File: config.mk
export PLATFORM = sky130hd
export DESIGN_NAME = axi_mem_window
export DESIGN_NICKNAME = d
export VERILOG_FILES = /design/src/rtl/axi_win_pkg.sv /design/src/rtl/axi_win_route_fifo.sv /design/src/rtl/axi_mem_window.sv
export SDC_FILE = /design/constraint.sdc
export NUM_CORES = 1
export LEC_CHECK = 0
export ABC_AREA = 1
export CORE_AREA = 2 2 205 207
export DETAILED_ROUTE_END_ITERATION = 12
export DIE_AREA = 0 0 207 209
export PLACE_DENSITY = 0.53
export SETUP_SLACK_MARGIN = 0.4
export SYNTH_ARGS = -nofsm -noshare
export SYNTH_HDL_FRONTEND = slang
export SYNTH_HIERARCHICAL = 1
export SYNTH_SLANG_ARGS = --single-unit
File: constraint.sdc
create_clock -name clock -period 3.6 [get_ports clock]
set_clock_uncertainty 0.2 [all_clocks]
set_input_delay 1.08 -clock clock [delete_from_list [all_inputs] [get_ports clock]]
set_output_delay 1.08 -clock clock [all_outputs]
set_load 0.05 [all_outputs]
File: src/rtl/axi_win_pkg.sv
// rtl/axi_win_pkg.sv - shared types and constants for the AXI address-window bridge
package axi_win_pkg;

  localparam logic [1:0] RESP_OKAY   = 2'b00;
  localparam logic [1:0] RESP_DECERR = 2'b11;

  // Widest AXI ID carried in a route entry; narrower IDs are zero-extended.
  localparam int ROUTE_ID_W = 16;

  typedef struct packed {
    logic                  hit;
    logic [ROUTE_ID_W-1:0] id;
  } route_t;

  typedef enum logic {IDLE, ERR} rd_state_e;

endpackage

File: src/rtl/axi_win_route_fifo.sv
// rtl/axi_win_route_fifo.sv - sync FIFO of write routes (hit/miss + id) in AW order
module axi_win_route_fifo
  import axi_win_pkg::*;
#(
  parameter int DEPTH = 4
) (
  input  logic   clock,
  input  logic   reset_n,
  input  logic   push,
  input  route_t wr_data,
  input  logic   pop,
  output route_t rd_data,
  output logic   full,
  output logic   empty
);

  localparam int PW = $clog2(DEPTH);

  route_t        mem [DEPTH];
  logic [PW:0]   wr_ptr;
  logic [PW:0]   rd_ptr;

  always_ff @(posedge clock or negedge reset_n) begin
    if (!reset_n) begin
      wr_ptr <= '0;
      rd_ptr <= '0;
    end else begin
      if (push && !full) wr_ptr <= wr_ptr + 1'b1;
      if (pop && !empty) rd_ptr <= rd_ptr + 1'b1;
    end
  end

  always_ff @(posedge clock) begin
    if (push && !full) mem[wr_ptr[PW-1:0]] <= wr_data;
  end

  assign rd_data = mem[rd_ptr[PW-1:0]];
  assign empty   = (wr_ptr == rd_ptr);
  assign full    = (wr_ptr[PW-1:0] == rd_ptr[PW-1:0]) && (wr_ptr[PW] != rd_ptr[PW]);

endmodule

File: src/rtl/axi_mem_window.sv
// rtl/axi_mem_window.sv - AXI4 window remap bridge answering out-of-window bursts with DECERR
// Optional AXI_WIN_REG_SLICE_EN: 2-entry skid buffer registers m_aw/m_ar.
module axi_mem_window
  import axi_win_pkg::*;
#(
  parameter int                ADDR_W   = 32,
  parameter int                DATA_W   = 64,
  parameter int                ID_W     = 6,
  parameter logic [ADDR_W-1:0] IN_BASE  = 32'h0000_0000,
  parameter logic [ADDR_W-1:0] OUT_BASE = 32'h1000_0000,
  parameter int                WIN_BITS = 28,
  parameter int                MAX_OUT  = 4
) (
  input  logic                clock,
  input  logic                reset_n,
  input  logic                s_aw_valid,
  output logic                s_aw_ready,
  input  logic [ADDR_W-1:0]   s_aw_addr,
  input  logic [ID_W-1:0]     s_aw_id,
  input  logic [7:0]          s_aw_len,
  input  logic [2:0]          s_aw_size,
  input  logic [1:0]          s_aw_burst,
  input  logic                s_w_valid,
  output logic                s_w_ready,
  input  logic [DATA_W-1:0]   s_w_data,
  input  logic [DATA_W/8-1:0] s_w_strb,
  input  logic                s_w_last,
  output logic                s_b_valid,
  input  logic                s_b_ready,
  output logic [ID_W-1:0]     s_b_id,
  output logic [1:0]          s_b_resp,
  input  logic                s_ar_valid,
  output logic                s_ar_ready,
  input  logic [ADDR_W-1:0]   s_ar_addr,
  input  logic [ID_W-1:0]     s_ar_id,
  input  logic [7:0]          s_ar_len,
  input  logic [2:0]          s_ar_size,
  input  logic [1:0]          s_ar_burst,
  output logic                s_r_valid,
  input  logic                s_r_ready,
  output logic [ID_W-1:0]     s_r_id,
  output logic [DATA_W-1:0]   s_r_data,
  output logic [1:0]          s_r_resp,
  output logic                s_r_last,
  output logic                m_aw_valid,
  input  logic                m_aw_ready,
  output logic [ADDR_W-1:0]   m_aw_addr,
  output logic [ID_W-1:0]     m_aw_id,
  output logic [7:0]          m_aw_len,
  output logic [2:0]          m_aw_size,
  output logic [1:0]          m_aw_burst,
  output logic                m_w_valid,
  input  logic                m_w_ready,
  output logic [DATA_W-1:0]   m_w_data,
  output logic [DATA_W/8-1:0] m_w_strb,
  output logic                m_w_last,
  input  logic                m_b_valid,
  output logic                m_b_ready,
  input  logic [ID_W-1:0]     m_b_id,
  input  logic [1:0]          m_b_resp,
  output logic                m_ar_valid,
  input  logic                m_ar_ready,
  output logic [ADDR_W-1:0]   m_ar_addr,
  output logic [ID_W-1:0]     m_ar_id,
  output logic [7:0]          m_ar_len,
  output logic [2:0]          m_ar_size,
  output logic [1:0]          m_ar_burst,
  input  logic                m_r_valid,
  output logic                m_r_ready,
  input  logic [ID_W-1:0]     m_r_id,
  input  logic [DATA_W-1:0]   m_r_data,
  input  logic [1:0]          m_r_resp,
  input  logic                m_r_last
);

  localparam logic [ADDR_W-1:0] WIN_MASK = ~({ADDR_W{1'b1}} << WIN_BITS);
  localparam int                CNT_W    = $clog2(MAX_OUT) + 1;
  localparam logic [CNT_W-1:0]  MAX_CNT  = CNT_W'(MAX_OUT);
  localparam int                AX_W     = ADDR_W + ID_W + 13;

  function automatic logic in_win(input logic [ADDR_W-1:0] a);
    return (a & ~WIN_MASK) == IN_BASE;
  endfunction

  logic             live;
  logic             aw_hit, aw_cond, aw_fire, aw_slot, last_wroute, w_done, b_fire;
  logic             rf_full, rf_empty, rf_pop, head_hit, miss_head;
  logic [CNT_W-1:0] wr_out, rd_out;
  route_t           rf_in, rf_head;
  logic             ar_hit, ar_cond, ar_fire, ar_slot, rlast_fire;
  rd_state_e        rd_state, rd_next;
  logic [7:0]       err_len, err_cnt;
  logic [ID_W-1:0]  err_id;
  logic [AX_W-1:0]  aw_in, aw_out, ar_in, ar_out;

  // Holds every valid/ready output low until the first edge after reset release.
  always_ff @(posedge clock or negedge reset_n) begin
    if (!reset_n) live <= 1'b0;
    else          live <= 1'b1;
  end

  assign aw_hit     = in_win(s_aw_addr);
  assign aw_cond    = live && (wr_out < MAX_CNT) && !rf_full &&
                      (wr_out == '0 || aw_hit == last_wroute);
  assign s_aw_ready = aw_cond && (aw_hit ? aw_slot : 1'b1);
  assign aw_fire    = s_aw_valid && s_aw_ready;
  assign aw_in      = {OUT_BASE | (s_aw_addr & WIN_MASK), s_aw_id, s_aw_len, s_aw_size, s_aw_burst};
  assign {m_aw_addr, m_aw_id, m_aw_len, m_aw_size, m_aw_burst} = aw_out;

  always_comb begin
    rf_in     = '0;
    rf_in.hit = aw_hit;
    rf_in.id  = ROUTE_ID_W'(s_aw_id);
  end

  axi_win_route_fifo #(.DEPTH(MAX_OUT)) u_route_fifo (
    .clock   (clock),
    .reset_n (reset_n),
    .push    (aw_fire),
    .wr_data (rf_in),
    .pop     (rf_pop),
    .rd_data (rf_head),
    .full    (rf_full),
    .empty   (rf_empty)
  );

  assign head_hit  = !rf_empty && rf_head.hit;
  assign miss_head = !rf_empty && !rf_head.hit;
  assign m_w_valid = s_w_valid && head_hit;
  assign m_w_data  = s_w_data;
  assign m_w_strb  = s_w_strb;
  assign m_w_last  = s_w_last;
  assign s_w_ready = head_hit ? m_w_ready : (miss_head && !w_done);
  assign s_b_valid = miss_head ? w_done : (live && m_b_valid);
  assign s_b_id    = miss_head ? ID_W'(rf_head.id) : m_b_id;
  assign s_b_resp  = miss_head ? RESP_DECERR : m_b_resp;
  assign m_b_ready = live && !miss_head && s_b_ready;
  assign b_fire    = s_b_valid && s_b_ready;
  assign rf_pop    = (head_hit && s_w_valid && m_w_ready && s_w_last) || (miss_head && b_fire);

  always_ff @(posedge clock or negedge reset_n) begin
    if (!reset_n) begin
      wr_out      <= '0;
      last_wroute <= 1'b0;
      w_done      <= 1'b0;
    end else begin
      wr_out <= wr_out + CNT_W'(aw_fire) - CNT_W'(b_fire);
      if (aw_fire) last_wroute <= aw_hit;
      if (miss_head && b_fire)
        w_done <= 1'b0;
      else if (miss_head && s_w_valid && s_w_ready && s_w_last)
        w_done <= 1'b1;
    end
  end

  assign ar_hit     = in_win(s_ar_addr);
  assign ar_cond    = live && (rd_state == IDLE) &&
                      (ar_hit ? (rd_out < MAX_CNT) : (rd_out == '0));
  assign s_ar_ready = ar_cond && (ar_hit ? ar_slot : 1'b1);
  assign ar_fire    = s_ar_valid && s_ar_ready;
  assign rlast_fire = m_r_valid && m_r_ready && m_r_last;
  assign ar_in      = {OUT_BASE | (s_ar_addr & WIN_MASK), s_ar_id, s_ar_len, s_ar_size, s_ar_burst};
  assign {m_ar_addr, m_ar_id, m_ar_len, m_ar_size, m_ar_burst} = ar_out;

  always_ff @(posedge clock or negedge reset_n) begin
    if (!reset_n) rd_state <= IDLE;
    else          rd_state <= rd_next;
  end

  always_comb begin
    rd_next = rd_state;
    case (rd_state)
      IDLE:    if (ar_fire && !ar_hit) rd_next = ERR;
      ERR:     if (s_r_ready && err_cnt == err_len) rd_next = IDLE;
      default: rd_next = IDLE;
    endcase
  end

  always_comb begin
    s_r_valid = live && m_r_valid;
    s_r_id    = m_r_id;
    s_r_data  = m_r_data;
    s_r_resp  = m_r_resp;
    s_r_last  = m_r_last;
    m_r_ready = live && s_r_ready;
    if (rd_state == ERR) begin
      s_r_valid = 1'b1;
      s_r_id    = err_id;
      s_r_data  = '0;
      s_r_resp  = RESP_DECERR;
      s_r_last  = (err_cnt == err_len);
      m_r_ready = 1'b0;
    end
  end

  always_ff @(posedge clock or negedge reset_n) begin
    if (!reset_n) begin
      rd_out  <= '0;
      err_id  <= '0;
      err_len <= '0;
      err_cnt <= '0;
    end else begin
      rd_out <= rd_out + CNT_W'(ar_fire && ar_hit) - CNT_W'(rlast_fire);
      if (ar_fire && !ar_hit) begin
        err_id  <= s_ar_id;
        err_len <= s_ar_len;
        err_cnt <= '0;
      end else if (rd_state == ERR && s_r_ready) begin
        err_cnt <= err_cnt + 8'd1;
      end
    end
  end

`ifdef AXI_WIN_REG_SLICE_EN
  logic            aw_out_v, aw_skid_v, ar_out_v, ar_skid_v, aw_push, ar_push;
  logic [AX_W-1:0] aw_skid, ar_skid;

  assign aw_push    = aw_fire && aw_hit;
  assign ar_push    = ar_fire && ar_hit;
  assign aw_slot    = !aw_skid_v;
  assign ar_slot    = !ar_skid_v;
  assign m_aw_valid = aw_out_v;
  assign m_ar_valid = ar_out_v;

  // Skid entry catches a request accepted in the cycle the output stalled.
  always_ff @(posedge clock or negedge reset_n) begin
    if (!reset_n) begin
      aw_out_v  <= 1'b0;
      aw_skid_v <= 1'b0;
      aw_out    <= '0;
      aw_skid   <= '0;
    end else if (!aw_skid_v) begin
      if (!aw_out_v || m_aw_ready) begin
        aw_out_v <= aw_push;
        if (aw_push) aw_out <= aw_in;
      end else if (aw_push) begin
        aw_skid_v <= 1'b1;
        aw_skid   <= aw_in;
      end
    end else if (m_aw_ready) begin
      aw_out    <= aw_skid;
      aw_skid_v <= 1'b0;
    end
  end

  always_ff @(posedge clock or negedge reset_n) begin
    if (!reset_n) begin
      ar_out_v  <= 1'b0;
      ar_skid_v <= 1'b0;
      ar_out    <= '0;
      ar_skid   <= '0;
    end else if (!ar_skid_v) begin
      if (!ar_out_v || m_ar_ready) begin
        ar_out_v <= ar_push;
        if (ar_push) ar_out <= ar_in;
      end else if (ar_push) begin
        ar_skid_v <= 1'b1;
        ar_skid   <= ar_in;
      end
    end else if (m_ar_ready) begin
      ar_out    <= ar_skid;
      ar_skid_v <= 1'b0;
    end
  end
`else
  assign aw_slot    = m_aw_ready;
  assign ar_slot    = m_ar_ready;
  assign m_aw_valid = s_aw_valid && aw_cond && aw_hit;
  assign m_ar_valid = s_ar_valid && ar_cond && ar_hit;
  assign aw_out     = aw_in;
  assign ar_out     = ar_in;
`endif

endmodule

==> impl_metrics.json, run 1 <==
{
  "cellLeakagePower_nw": 4.097,
  "syn-cell-area_mm2": 0.005359,
  "r2r_setup_slack_ps": 710,
  "postCtsHoldBufs": 0,
  "worstPathCellList": "inv_6, nand2_4, nand2_4, nand3_4, inv_4, nor2_4, clkinv_4, o21ai_4, inv_2, buf_12",
  "antenna_cells": 0,
  "root_buffer": "clkbuf_16",
  "p_comb_frac": 0.706,
  "regToRegStartpoint": "u_route_fifo/rd_ptr[0]",
  "clkPwrFrac": 0.130,
  "slew_headroom": 0.6151,
  "portBuffers": 233,
  "drt_pass1_iterations": 6,
  "rsz0062_at_grt": "yes",
  "tightest_slew_ps": 571.4,
  "clk_path_buf_depth": 2,
  "final_common_cell": "nand2_1",
  "crit_top_cell": "nand2_4",
  "maxCapViolations": 0,
  "drc_errors": 0,
  "worstPathRequired_ps": 2320,
  "final_layout_size_suffix_gt1_frac": 0.3811,
  "wl_um": 32230,
  "setup_violations": 0,
  "grt_antenna_before_repair": 1,
  "switching_share": 0.4879,
  "critPathMaxStageDelay_ps": 500,
  "crit_family": "flip-flops",
  "finalCritPeriodShare": 0.8913,
  "io_pins": 534,
  "syn_inst": 720,
  "die-height_um": 209,
  "critical_path_class": "reg2out",
  "hp-start": "err_id[5]",
  "grt_remaining_overflow": 0,
  "wl_per_cell_um": 23.65,
  "cts_tree": "yes",
  "slew_violations": 0,
  "cts.clk_slew.worst_paths_ps": 60,
  "cts_max_level": 3,
  "fp-row-count": 75,
  "die-width_um": 207,
  "finalSetupTns_ps": 0,
  "numCtsBuffers": 9,
  "powerDensity_mw_per_mm2": 806.3,
  "syn_to_final_growth_pct": 69.06,
  "via_per_inst": 3.371,
  "drtIter0Drc": 197,
  "clkSinkCount": 66,
  "status": "finished, final reports clean",
  "power_switching_mw": 3.564,
  "final_cell_mix": "nand2_1 (115), buf_12 (105), inv_1 (102)",
  "grt_pass1_wl_um": 41880,
  "place_congestion": 0.7816,
  "hpwlAfterDp_um": 27750,
  "finish.utilization": 0.2194,
  "p_seq_frac": 0.164,
  "start_kind": "register",
  "core_mm2": 0.04129,
  "period_needed_ps": 3209,
  "worst_ep_arrival_time_ps": 1930,
  "syn_avg_cell_area_um2": 7.443,
  "hold_end": "err_id[5]",
  "yosys_warnings": 6,
  "hold_violations": 0,
  "power.internal_mw": 3.741,
  "fillers": 4510,
  "irDropWorstVdd_mv": 0.2773,
  "die_area_mm2": 0.04326,
  "holdPathStages": 2,
  "cp.buffers_inverters": 5,
  "track_usage": 0.1442,
  "min_path_type": "reg2reg",
  "max_freq_ghz": 0.3117,
  "worstPathMaxFanout": 5,
  "insertion_delay_ps": 350,
  "first_global_vias": 4600,
  "vias": 4594,
  "grt_max_degree": 78,
  "cp-end-kind": "primary output",
  "start_util": 0.1298,
  "r2r_cells": 16,
  "nets": 1099,
  "r2r_end": "wr_out[1]",
  "cp_slowest_cell": "dfrtp_2",
  "drtAntennaViolNets": 0
}
[per-layer routing]
layer  track usage  part of all wire  vias up
li1              -                 -     2172
met1        0.1096              0.27     2051
met2        0.1898              0.39      282
met3        0.2045              0.29       89
met4       0.07167             0.045        0
met5             0                 0        -
[repair_timing]
| item | CTS | global route |
|---|---|---|
| endpoints found under the setup margin | 60 | 56 |
| buffers inserted | 17 | 9 |
| pin swaps | 22 | 21 |
| cloned | 1 | 1 |
| resized for setup | 110 | 81 |
[power by group through the flow]
stage	Combinational, mW	Clock (mW)	Sequential (mW)
global placement	4.54	0	1.20
floorplan	3.03	0	1.15
global route	5.46	1.01	1.23
finish	5.16	0.948	1.20
CTS	4.90	0.986	1.19
detailed placement	4.57	0	1.20
[worst max-delay path by stage]
stage / start / end / depth (start not counted)
6_report: u_route_fifo/rd_ptr[0] / s_b_valid / 10
5_1_grt: u_route_fifo/rd_ptr[0] / s_b_valid / 10
4_1_cts: s_b_ready / m_b_ready / 4
3_5_place_dp: s_r_ready / rd_out[2] / 10
3_3_place_gp: s_ar_addr[29] / rd_out[2] / 13
2_1_floorplan: s_ar_addr[29] / rd_out[2] / 12
[metrics by stage]
| stage | cells | worst slack, ps | hold slack (ps) | instance area [µm²] | power (mW) |
|---|---|---|---|---|---|
| floorplan | 727 | 243.0 | 249.2 | 5405 | 4.175 |
| global placement | 1319 | -18.62 | 263.1 | 8123 | 5.739 |
| detailed placement | 1319 | -148.3 | 266.9 | 8123 | 5.771 |
| CTS | 1353 | 367.1 | 284.6 | 8765 | 7.075 |
| global route | 1363 | 307.6 | 296.0 | 9060 | 7.704 |
| finish | 1363 | 391.5 | 278.1 | 9060 | 7.305 |
[area by class of cell]
type / instances / area, µm² / share of cell area
Timing Repair inverter: 1 / 6.256 / 0.0006905
Multi-Input combinational cell: 345 / 2106 / 0.2324
Tap cell: 539 / 674.4 / 0.07444
Clock buffer: 10 / 239.0 / 0.02638
Clock inverter: 6 / 63.81 / 0.007043
Timing Repair Buffer: 278 / 3712 / 0.4097
Sequential cell: 66 / 1794 / 0.1980
Inverter: 118 / 464.2 / 0.05124
[flip-flops by register name, indices dropped and copies added (netlist names), 3 cells and up]
signal / flops
u_route_fifo/wr_ptr: 3
wr_out: 3
err_id: 6
rd_out: 3
u_route_fifo/mem: 28
err_len: 8
err_cnt: 8
u_route_fifo/rd_ptr: 3
[worst register-to-register path, stage by stage, from the launching register on]
cell,delay (ps)
dfrtp_2,500
inv_6,70
nand2_4,70
nand2_4,70
nand3_4,100
inv_4,40
nor2_4,200
clkinv_4,140
nand2_4,90
o21ai_4,60
nor2_1,230
ha_1,290
inv_1,50
ha_1,130
inv_1,50
fa_1,470
inv_1,40
No activity file was read; power rests on OpenSTA's default activity.
==> run 2, diff against run 1 <==
- SKIP_LAST_GASP: default -> 1
==> results of run 2 <==
No change in the layout: final DEF, timing and power equal those of run 1.
==> run 3, diff against run 2 <==
- GPL_ROUTABILITY_DRIVEN: default -> 0
==> results of run 3 <==
No change in the layout: final DEF, timing and power equal those of run 1.
